[config.mk]
export PLATFORM = sky130hd
export DESIGN_NAME = tree_way_feeder
export DESIGN_NICKNAME = d
export VERILOG_FILES = /design/src/rtl/sorter_pkg.sv /design/src/rtl/feeder_req_fifo.sv /design/src/rtl/tree_way_feeder.sv
export SDC_FILE = /design/constraint.sdc
export NUM_CORES = 1
export LEC_CHECK = 0
export CELL_PAD_IN_SITES_DETAIL_PLACEMENT = 0
export CELL_PAD_IN_SITES_GLOBAL_PLACEMENT = 1
export CORE_MARGIN = 8
export CORE_UTILIZATION = 30
export DETAILED_ROUTE_END_ITERATION = 10
export PLACE_DENSITY = 0.61
export REMOVE_ABC_BUFFERS = 1
export SETUP_SLACK_MARGIN = 0.4
export SYNTH_ARGS = -nofsm -noshare
export SYNTH_HDL_FRONTEND = slang
export SYNTH_SLANG_ARGS = --single-unit
[constraint.sdc]
create_clock -name CLK -period 6 [get_ports CLK]
set_clock_uncertainty 0.05 [all_clocks]
set_input_delay 0.6 -clock CLK [delete_from_list [all_inputs] [get_ports CLK]]
set_output_delay 0.6 -clock CLK [all_outputs]
set_load 0.01 [all_outputs]
[src/rtl/sorter_pkg.sv]
// rtl/sorter_pkg.sv - shared state encoding and record constants for the merge-tree feeder
package sorter_pkg;

  typedef enum logic {
    IDLE = 1'b0,
    RUN  = 1'b1
  } feeder_state_t;

  localparam int SENTINEL_W = 64;
  localparam logic [SENTINEL_W-1:0] SENTINEL = '1;

  function automatic int pad_width(input int datw, input int keyw);
    return datw - keyw;
  endfunction

endpackage

[src/rtl/feeder_req_fifo.sv]
// rtl/feeder_req_fifo.sv - way-index request FIFO with registered full/empty flags
module feeder_req_fifo #(
  parameter int Q_SIZE = 2,
  parameter int WIDTH  = 6
) (
  input  logic             CLK,
  input  logic             RST,
  input  logic             wr_en,
  input  logic [WIDTH-1:0] wr_data,
  input  logic             rd_en,
  output logic [WIDTH-1:0] rd_data,
  output logic             full,
  output logic             empty,
  output logic [Q_SIZE:0]  count,
  output logic             overflow
);

  localparam int DEPTH = 1 << Q_SIZE;

  logic [WIDTH-1:0]  mem [DEPTH];
  logic [Q_SIZE-1:0] wr_ptr;
  logic [Q_SIZE-1:0] rd_ptr;
  logic [Q_SIZE:0]   count_nxt;
  logic              do_wr;
  logic              do_rd;

  // A write into a full FIFO is only safe when the head slot frees up this cycle.
  assign do_rd    = rd_en && !empty;
  assign do_wr    = wr_en && (!full || do_rd);
  assign overflow = wr_en && full && !do_rd;
  assign rd_data  = mem[rd_ptr];

  always_comb begin
    count_nxt = count;
    case ({do_wr, do_rd})
      2'b10:   count_nxt = count + 1'b1;
      2'b01:   count_nxt = count - 1'b1;
      default: count_nxt = count;
    endcase
  end

  always_ff @(posedge CLK) begin
    if (RST) begin
      wr_ptr <= '0;
      rd_ptr <= '0;
      count  <= '0;
      full   <= 1'b0;
      empty  <= 1'b1;
    end else begin
      if (do_wr) wr_ptr <= wr_ptr + 1'b1;
      if (do_rd) rd_ptr <= rd_ptr + 1'b1;
      count <= count_nxt;
      full  <= (count_nxt == (Q_SIZE+1)'(DEPTH));
      empty <= (count_nxt == '0);
    end
  end

  always_ff @(posedge CLK) begin
    if (do_wr) mem[wr_ptr] <= wr_data;
  end

endmodule

[src/rtl/tree_way_feeder.sv]
// rtl/tree_way_feeder.sv - memory-side leaf feeder: per-way key fetch with sentinel on exhaustion
module tree_way_feeder
  import sorter_pkg::*;
#(
  parameter int W_LOG   = 6,
  parameter int Q_SIZE  = 2,
  parameter int DATW    = 64,
  parameter int KEYW    = 32,
  parameter int LEN_LOG = 10,
  parameter int MEM_LAT = 1
) (
  input  logic                     CLK,
  input  logic                     RST,
  input  logic                     START,
  input  logic [LEN_LOG:0]         CFG_LEN,
  input  logic [W_LOG-1:0]         I_REQUEST,
  input  logic                     I_REQUEST_VALID,
  output logic                     O_QUEUE_FULL,
  output logic                     MEM_RE,
  output logic [W_LOG+LEN_LOG-1:0] MEM_RADDR,
  input  logic [KEYW-1:0]          MEM_RDATA,
  output logic [DATW-1:0]          DOT,
  output logic                     DOTEN,
  output logic [W_LOG-1:0]         DOT_IDX,
  output logic                     O_DONE,
  output logic                     O_ERR
);

  localparam int NWAYS = 1 << W_LOG;
  localparam int PAD_W = pad_width(DATW, KEYW);
  localparam logic [DATW-1:0] SENT = '1;

  feeder_state_t state;
  feeder_state_t state_nxt;

  logic [LEN_LOG:0] cfg_len;
  logic [LEN_LOG:0] cnt [NWAYS];
  logic [W_LOG:0]   exh_cnt;
  logic             done_q;
  logic             err_q;

  logic             fifo_full;
  logic             fifo_empty;
  logic             fifo_ovf;
  logic [Q_SIZE:0]  fifo_cnt;
  logic [W_LOG-1:0] way;

  logic             start_ok;
  logic             deq;
  logic             live;
  logic             last_key;

  logic [MEM_LAT-1:0] pipe_v;
  logic [MEM_LAT-1:0] pipe_s;
  logic [W_LOG-1:0]   pipe_idx [MEM_LAT];
  logic               pipe_busy;
  logic [DATW-1:0]    key_rec;

  feeder_req_fifo #(
    .Q_SIZE (Q_SIZE),
    .WIDTH  (W_LOG)
  ) u_req_fifo (
    .CLK      (CLK),
    .RST      (RST),
    .wr_en    (I_REQUEST_VALID),
    .wr_data  (I_REQUEST),
    .rd_en    (deq),
    .rd_data  (way),
    .full     (fifo_full),
    .empty    (fifo_empty),
    .count    (fifo_cnt),
    .overflow (fifo_ovf)
  );

  assign start_ok  = START && (state == IDLE);
  assign deq       = (state == RUN) && !fifo_empty;
  assign live      = (cnt[way] != cfg_len);
  assign last_key  = live && ((cnt[way] + 1'b1) == cfg_len);
  assign pipe_busy = |pipe_v;

  if (PAD_W > 0) begin : g_pad
    assign key_rec = {{PAD_W{1'b1}}, MEM_RDATA};
  end else begin : g_nopad
    assign key_rec = MEM_RDATA;
  end

  always_ff @(posedge CLK) begin
    if (RST) state <= IDLE;
    else     state <= state_nxt;
  end

  always_comb begin
    state_nxt = state;
    case (state)
      IDLE:    if (START) state_nxt = RUN;
      RUN:     if (done_q && (fifo_cnt == '0) && !pipe_busy) state_nxt = IDLE;
      default: state_nxt = IDLE;
    endcase
  end

  always_comb begin
    MEM_RE    = deq && live;
    MEM_RADDR = '0;
    if (deq && live) MEM_RADDR = {way, cnt[way][LEN_LOG-1:0]};
    DOTEN   = pipe_v[MEM_LAT-1];
    DOT_IDX = '0;
    DOT     = '0;
    if (pipe_v[MEM_LAT-1]) begin
      DOT_IDX = pipe_idx[MEM_LAT-1];
      DOT     = pipe_s[MEM_LAT-1] ? SENT : key_rec;
    end
  end

  assign O_QUEUE_FULL = fifo_full;
  assign O_DONE       = done_q;
  assign O_ERR        = err_q;

  always_ff @(posedge CLK) begin
    if (RST) begin
      cfg_len <= '0;
      exh_cnt <= '0;
      done_q  <= 1'b0;
      err_q   <= 1'b0;
      for (int i = 0; i < NWAYS; i++) cnt[i] <= '0;
    end else begin
      if (fifo_ovf) err_q <= 1'b1;
      if (start_ok) begin
        cfg_len <= CFG_LEN;
        exh_cnt <= '0;
        done_q  <= 1'b0;
        for (int i = 0; i < NWAYS; i++) cnt[i] <= '0;
      end else if (deq && live) begin
        cnt[way] <= cnt[way] + 1'b1;
        if (last_key) begin
          exh_cnt <= exh_cnt + 1'b1;
          done_q  <= ((exh_cnt + 1'b1) == (W_LOG+1)'(NWAYS));
        end
      end
    end
  end

  // Way tag and sentinel flag ride alongside the memory read so the record lines up with MEM_RDATA.
  always_ff @(posedge CLK) begin
    if (RST) begin
      pipe_v <= '0;
      pipe_s <= '0;
      for (int i = 0; i < MEM_LAT; i++) pipe_idx[i] <= '0;
    end else begin
      pipe_v[0]   <= deq;
      pipe_s[0]   <= !live;
      pipe_idx[0] <= way;
      for (int i = 1; i < MEM_LAT; i++) begin
        pipe_v[i]   <= pipe_v[i-1];
        pipe_s[i]   <= pipe_s[i-1];
        pipe_idx[i] <= pipe_idx[i-1];
      end
    end
  end

endmodule
==> Word-level counts from Yosys, hierarchy flattened <==
Memories as Yosys holds them, arrays and structs flattened. A register that Yosys moved wholly into a read port is not among the register bits.
Index checks and enable logic that the tools add are counted.
{ "word_totals": {"mem_bits_rw": 734, "out_inout_bits": 91, "word_cells": 205, "regBits": 32, "memories": 3} }
{ "op_classes": {"n_bitwise": 65, "n_addsub": 6, "eq_ne": 6, "reduce_logical": 22, "mux": 91} }
{ "mem_list": {"columns": ["name", "words", "word_bits", "rd", "rd_clocked_by_memory_dff", "wr", "line", "rtl"], "rows": [
  ["cnt", 64, 11, 1, 0, 64, "tree_way_feeder.sv:37", "logic [LEN_LOG:0] cnt [NWAYS];"],
  ["u_req_fifo.mem", 4, 6, 1, 1, 1, "feeder_req_fifo.sv:20", "logic [WIDTH-1:0] mem [DEPTH];"],
  ["pipe_idx", 1, 6, 1, 0, 1, "tree_way_feeder.sv:55", "logic [W_LOG-1:0] pipe_idx [MEM_LAT];"]
]} }
{ "ops": {"columns": ["operator", "count"], "rows": [
  ["two-way mux 11 bit", 65],
  ["two-way mux 64 bit", 1],
  ["OR 1 bit", 64],
  ["two-way mux 32 bit", 1],
  ["two-way mux 6 bit", 3],
  ["two-way mux 1 bit", 16],
  ["two-way mux 16 bit", 1],
  ["adder 11 x 1 -> 11 bit, second input constant", 1],
  ["== test 11 bit", 1],
  ["!= test 11 bit", 1],
  ["OR reduction 11 bit", 1],
  ["logical AND 1 bit", 10],
  ["adder 7 x 1 -> 7 bit, second input constant", 1],
  ["== test 7 bit, second input constant", 1],
  ["logical NOT 3 bit", 2],
  ["case mux 3 bit (2 select lines)", 1],
  ["OR reduction 6 bit", 1],
  ["logical NOT 1 bit", 5],
  ["adder 2 x 1 -> 2 bit, second input constant", 2],
  ["two-way mux 2 bit", 2],
  ["adder 3 x 1 -> 3 bit, second input constant", 1],
  ["== test 3 bit, second input constant", 1],
  ["subtractor 3 x 1 -> 3 bit, second input constant", 1],
  ["== test 2 x 1 -> 1 bit, second input constant", 1],
  ["6 further kinds", 6]
]} }

==> Longest topological paths before layout <==
Gate-level depths: netlist (run 1).
{ "logic_depth": {"word_depth": 9, "ltp_mapped": 25, "mapped_depth_nobuf": 15} }

==> By module <==
A second synthesis (run 1) with hierarchy kept.
{ "hier_totals": {"hier_cells": 2867, "hier_area_um2": 35541.6} }
{ "modules_own_cells": {"columns": ["module", "cells_each", "seq_area_each_um2", "n_inst", "area_per_inst_um2"], "rows": [
  ["tree_way_feeder", 2780, 21720.8, 1, 34119.0],
  ["feeder_req_fifo", 87, 940.9, 1, 1422.6]
]} }

==> Least setup slack after synthesis (run 1) <==
OpenSTA, ideal clock, no wires.
{ "synth_timing": {"kind": "reg-to-reg", "from": "reg with a tool-made name", "to": "mem cnt[21][0] in the netlist's numbering, enable pin", "setup_slack_ns": 0.781, "arrival_time_ns": 4.774, "path_stages_with_launch": 17, "setup_time_ns": 0.394, "path_cell_list": "dfxtp_1 -> buf_6 -> mux4_2 -> buf_6 -> mux2i_1 -> mux4_2 -> and2_1 -> or4_1 -> or4_1 -> o211ai_1 -> or4_4 -> o31ai_4 -> buf_6 -> nor2_2 -> nand2_2 -> buf_2 -> o21ai_0"} }
{ "synth_lines": {"columns": ["element", "line"], "rows": [
  ["end, declared", "tree_way_feeder.sv:37"]
]} }

==> results of run 1 <==
[state kept, by name, summed over array words and instances, names as in the netlist, 2 cells and up, named ones only]
register           cells
u_req_fifo.mem        24
u_req_fifo.rd_ptr      2
u_req_fifo.count       3
cnt                  704
u_req_fifo.wr_ptr      2
cfg_len               11
pipe_idx               6
exh_cnt                7
[layer usage]
layer  global-route usage (%)  part of all wire, %  vias to the layer above
met3                     4.84                   10                      322
met5                        0                    0                        -
met2                     35.6                   44                     1700
met4                     12.7                  6.4                        0
li1                         -                    -                    11798
met1                     30.9                   40                    14115
[final cells by class]
class,instances,area (um^2)
well taps,1612,2020
inverters,26,103
fillers,11360,71200
flip-flops and latches,768,22700
clock buffers,111,2350
multi-input cells,1868,12800
diodes,1,2.50
repair buffers,735,7780
clock inverters,46,517
[cell usage after synthesis (13+ instances only)]
cell type / number
a21oi_1: 48
a22oi_1: 23
and2_1: 13
buf_1: 51
buf_2: 86
buf_4: 51
buf_6: 34
clkbuf_1: 89
dfxtp_1: 40
edfxtp_1: 728
inv_1: 24
mux2_2: 46
mux2i_1: 263
mux4_2: 13
nand2_1: 108
nand2b_1: 46
nand3_1: 24
nor2_1: 716
nor2b_1: 23
nor3_1: 45
o211ai_1: 13
o21a_1: 35
o21ai_0: 72
o21ai_1: 25
o221ai_1: 34
o22ai_1: 71
or2_2: 17
or3_1: 18
or4_1: 13
xnor2_1: 16
[placed cells by master (no fill, tap or decap), types with 20 or more instances in the layout]
cell type,instances
dfxtp_1,37
buf_6,90
nand2_1,100
nor3_1,44
nor2_4,22
o221ai_1,33
buf_4,383
nand2b_1,42
o21a_1,35
a22oi_1,20
o22ai_1,66
nand3_1,23
buf_12,97
o21ai_1,40
o21ai_4,28
mux2_2,45
a21oi_1,45
clkdlybuf4s50_1,125
edfxtp_1,728
inv_1,24
nor2_1,683
clkbuf_1,20
clkbuf_16,102
mux2i_1,245
[through the flow]
| step | hold WS [ps] | total power, uW | cells |
|---|---|---|---|
| finish | 431 | 17000 | 5167 |
| global route | 452 | 17300 | 5166 |
| CTS | 411 | 16600 | 5114 |
| detailed placement | 431 | 10900 | 4899 |
| global placement | 427 | 10900 | 4899 |
| floorplan | 389 | 8140 | 2659 |
[cells by family after synthesis]
kind of cell | share of synthesized area (%)
and+or+nand+nor | 13.7
DFF | 63.0
AOI/OAI and AO/OA | 7.58
buffers and inverters | 5.05
muxes | 9.57
xor gates and xnor gates | 0.855
adders and majority gates | 0.299
[worst max-delay path, stage by stage, from the launching register on]
cell       delay (ps)
edfxtp_1          420
mux4_4            810
buf_12            240
buf_6             120
nor3b_4           150
o211ai_1          460
o2111ai_2         230
nor4_4            360
nand4_1           160
buf_4             180
xnor2_2           130
or4_4             510
o31ai_4           220
buf_6             140
buf_12            100
buf_8             110
buf_6             100
nor2_4             30
buf_6             130
[repair_timing]
item,CTS,global route
endpoints found under the setup margin,1433,1301
resized for setup,210,247
pin swaps,21,31
buffers inserted,51,38
cloned,7,14
[worst max-delay path by stage]
stage | endpoint | slack [ps] | depth (start not counted)
3_3_place_gp | cnt[3][0]$_SDFFCE_PN0P_ | -310 | 17
6_report | MEM_RADDR[11] | 60 | 18
5_1_grt | MEM_RADDR[11] | 50 | 21
3_5_place_dp | cnt[3][10]$_SDFFCE_PN0P_ | -310 | 17
2_1_floorplan | cnt[47][0]$_SDFFCE_PN0P_ | -3620 | 12
4_1_cts | MEM_RADDR[11] | 130 | 18
[power groups by stage]
stage	clock, uW	combinational, uW	sequential, uW
CTS	5540	4730	6340
detailed placement	0	4430	6440
global placement	0	4440	6450
finish	5470	5160	6340
floorplan	0	1770	6370
global route	5750	5220	6360
==> metrics, run 1 <==
Die Footprint 131000 um^2; IO Port Bufs 143; Warnings, synthesis 0; Cell Rows 127; area grow syn2layout 34.1%; clock tree buffer depth 3; core box area 119000 um^2; Clock Sinks 768; final core occ 40.4%; area share of the largest cell type after synthesis 60.7%; Root Buffer clkbuf_16; R2R Setup Slk 70 ps; synthesized flop and latch total 768; Num CTS Buffers 87; final net count 3547; design area 48300 um^2; largest net degree at the start of global routing 73; outcome finished clean; Hold Path Class flip-flop to flip-flop; P_int 11300 uW; Comb power frac 30.4%; initial core utilization 30.1%; RSZ-0062 raised after global routing true; Max IR drop VDD 0.000264 V; crit-path max FO 7; Initial DRT Pass Iterations 8; post-DP HPWL 117000 um; worst endpoint data arrival time 5290 ps; post-synthesis async set-or-reset flop share 0%; CP startpoint u_req_fifo.mem[2][0]$_DFFE_PP_; reg-to-reg startpoint u_req_fifo.mem[2][0]$_DFFE_PP_; Mapped Cells 2970; number of synthesized flops with an enable pin 728; total gr overflow 0; Cell Pwr Density 352 nW/um^2; Clock Power Share 32.3%; post-synthesis cell area 36000 um^2; share of power burned in registers 37.4%; Min-Delay Startpoint O_ERR$_SDFFE_PP0P_; Via density 5.41; Residual DRC 0; Routed Wire Length 161000 um; GRT Util Overall 23.3%; hold path depth 2; Main synth FF type edfxtp_1; Worst Setup Start Kind flip-flop; Ports 144; Clock transition at path regs 60 ps; Reg2Reg Depth 25; Avg Cell Area, Syn 12.1 um^2; setup violators final 0; Hold EP O_ERR$_SDFFE_PP0P_; sequential area share after synthesis 63.0%; WS Path Type flip-flop to output port; pins over their slew limit 0; chip height 362 um; Reg-to-Reg End cnt[35][1]$_SDFFCE_PN0P_; Final min period 5940 ps; number of distinct library cells after synthesis 87; Psw 5670 uW; antenna violations before repair 0; Req. time, crit path 5350 ps; placed instance area 42600 um^2; Die W 362 um; hold_buf cts 0; antenna viol nets, final 0; CTS tree built; Max Fclk 168 MHz; post-place setup slack -311 ps; Synth area leaders edfxtp_1 61%, nor2_1 7.5%, mux2i_1 7.3%; layout cells sized above 1 28.7%; Setup WS post-layout 61.8 ps; htree depth 3; relative slew slack 1.75%; routed len/inst 31.2 um; Iter 0 DRT Violations 3988; Fin. Hold Viols 0; CP endpoint kind output port; TNS Setup 0 ps; number of global-route vias before repair 26.6k; RD Place Congestion 1.06; max_cap viols 0; Final Cycle Share 99.0%; Pleak 0.0177 uW; Slew @ Worst Pin 1470 ps; largest area contributor in the synthesized netlist edfxtp_1; sw frac 33.4%; Vias 27.9k; Clk Latency, worst-skew pair 670 ps; global-route wire length before repair 216000 um
No activity file was read; power rests on OpenSTA's default activity.
==> inputs of run 2 (changes only) <==
--- a/config.mk
+++ b/config.mk
@@ -12,7 +12,7 @@
 export DETAILED_ROUTE_END_ITERATION = 10
 export PLACE_DENSITY = 0.61
 export REMOVE_ABC_BUFFERS = 1
-export SETUP_SLACK_MARGIN = 0.4
+export SETUP_SLACK_MARGIN = 0.1
 export SYNTH_ARGS = -nofsm -noshare
 export SYNTH_HDL_FRONTEND = slang
 export SYNTH_SLANG_ARGS = --single-unit
==> constraint.sdc (replaced) <==
create_clock -name CLK -period 5.9 [get_ports CLK]
set_clock_uncertainty 0.05 [all_clocks]
set_input_delay 0.59 -clock CLK [delete_from_list [all_inputs] [get_ports CLK]]
set_output_delay 0.59 -clock CLK [all_outputs]
set_load 0.01 [all_outputs]
==> run 2 against run 1 <==
Effect of this change:
- first-iteration DRC count fell by 5.3%
- sequential power rose by 2%
- global-route usage fell by 0.46 points
- final cell count rose by 0.15%
- flip-flop and latch count did not move
- combinational power barely moved
- critical path type is now flip-flop to flip-flop
==> metrics, run 2 (synthesis results as in run 1) <==
relative slew slack 24.0% (+22 points); Clk Latency, worst-skew pair 680 ps (about the same); WS Path Type flip-flop to flip-flop; layout cells sized above 1 27.0% (-1.7 points); total gr overflow 0 (unchanged); top register by number of flip-flops cnt; routed len/inst 30.1 um (-3.7%); area of the multi-input gates 12200 um^2 (-4.6%); metal2 WL 68400 um (-3.1%); Worst Setup Start Kind flip-flop; antenna violations before repair 6 (+6); Worst path max stage delay 740 ps (-70 ps); Num CTS Buffers 89 (+2.3%); htree depth 3 (unchanged); worst endpoint data arrival time 6440 ps (+1150 ps); Die Footprint 131000 um^2 (unchanged); max_cap viols 0 (unchanged); CP endpoint kind flip-flop; Ports 144 (unchanged); M1 WL 62500 um (-2.4%); Residual DRC 0 (unchanged); Root Buffer clkbuf_16; Initial DRT Pass Iterations 7 (-1); area grow syn2layout 30.9%; Iter 0 DRT Violations 3775 (-5.3%); Via density 5.36 (-0.95%); RSZ-0062 raised after global routing true; TNS Setup 0 ps (unchanged); chip height 362 um (unchanged); Clock transition at path regs 60 ps (about the same); Slew @ Worst Pin 1140 ps (-338 ps); Cell Pwr Density 364 nW/um^2 (+3.4%); Final min period 5890 ps; Met3 Wirelength 15300 um (-6.8%); IO Port Bufs 143 (unchanged); Critical-path top delay cell mux4_4; Vias 27.7k (-0.79%); Req. time, crit path 6450 ps (+1100 ps); commonest non-fill, non-tap cell in the layout edfxtp_1; number of global-route vias before repair 27.0k (+1.7%); setup violators final 0 (unchanged); most frequent cells in the layout 728 x edfxtp_1, 704 x nor2_1, 476 x buf_4; Final Cycle Share 99.8%; CTS tree built; antenna viol nets, final 0 (unchanged); Max Fclk 170 MHz; Routed Wire Length 156000 um (-3.5%); Die W 362 um (unchanged); global-route wire length before repair 213000 um (-1.3%); GRT Util Overall 22.8% (-0.46 points); pins over their slew limit 0 (unchanged); largest net degree at the start of global routing 73 (unchanged); CP most frequent cell buf_4; Cell Rows 127 (unchanged); Clock Sinks 768 (unchanged); Hold Path Class input port to flip-flop; Fin. Hold Viols 0 (unchanged); RD Place Congestion 1.04 (-1.6%); final net count 3550 (+0.085%); Max IR drop VDD 0.000217 V (-18%); core box area 119000 um^2 (unchanged); outcome finished clean; Largest register FFs 704 (unchanged); placed cell count 4939 (+0.82%); initial core utilization 30.1% (unchanged); highest routed layer met5; Regs by FF count cnt x704, u_req_fifo.mem x24, cfg_len x11; Pleak 0.0174 uW (-1.8%); register area 22700 um^2 (unchanged); clock tree buffer depth 3 (unchanged); FILL cells 11.6k (+2.2%); crit-path max FO 34 (+27); Non-Filler Instances 5175 (+0.15%); post-DP HPWL 116000 um (-0.26%)
[run 2: routing by layer]
layer,up-vias,GRT usage (%)
li1,11792,-
met5,-,0
met4,2,11.8
met1,13965,30.1
met3,339,4.80
met2,1615,35.3
[run 2: layout make-up]
class | count | share of cell area, %
Antenna cell | 1 | 0.00531
Clock buffer | 107 | 5.03
Clock inverter | 57 | 1.09
Inverter | 26 | 0.212
Multi-Input combinational cell | 1866 | 25.9
Sequential cell | 768 | 48.1
Tap cell | 1612 | 4.28
Timing Repair Buffer | 738 | 15.4
[run 2: timing repair]
item / CTS / global route
resized for setup: 177 / 87
hold buffers: 0 / 0
cloned: 6 / 2
setup endpoints to repair: 771 / 30
setup buffers: 50 / 14
pin swaps: 18 / 24
[run 2: final timing paths]
check,startpoint,to,slack [ps],depth (start not counted)
max,flip-flop,exh_cnt[4]$_SDFFE_PP0P_,9,28
min,CFG_LEN[5],cfg_len[5]$_SDFFE_PP0P_,420,3
max reg2reg,flip-flop,exh_cnt[4]$_SDFFE_PP0P_,9,28
min reg2reg,exh_cnt[5]$_SDFFE_PP0P_,exh_cnt[5]$_SDFFE_PP0P_,440,2
[run 2: metrics by stage]
| step | setup WS [ps] | utilization [%] | hold WS (ps) | instance area, um^2 | power [uW] |
|---|---|---|---|---|---|
| floorplan | -3720 | - | 389 | 34300 | 8270 |
| global placement | -127 | 35.8 | 419 | 42800 | 11100 |
| detailed placement | -163 | 35.8 | 434 | 42800 | 11100 |
| CTS | 104 | 39.0 | 397 | 46600 | 16900 |
| global route | -88.1 | 39.4 | 442 | 47100 | 17500 |
| finish | 8.90 | 39.4 | 416 | 47100 | 17100 |
[run 2: report_power, final]
group / switching, uW / internal (uW)
registers: 159 / 6280
clock network: 2330 / 3210
logic: 3230 / 1920
[run 2: worst max-delay path, delay by kind of cell, from the launching register on]
family	cells	cell delay (ps)
AOI/OAI and AO/OA	8	1320
buffers and inverters	17	2470
DFF	1	390
muxes	2	980
and+or+nand+nor	1	530
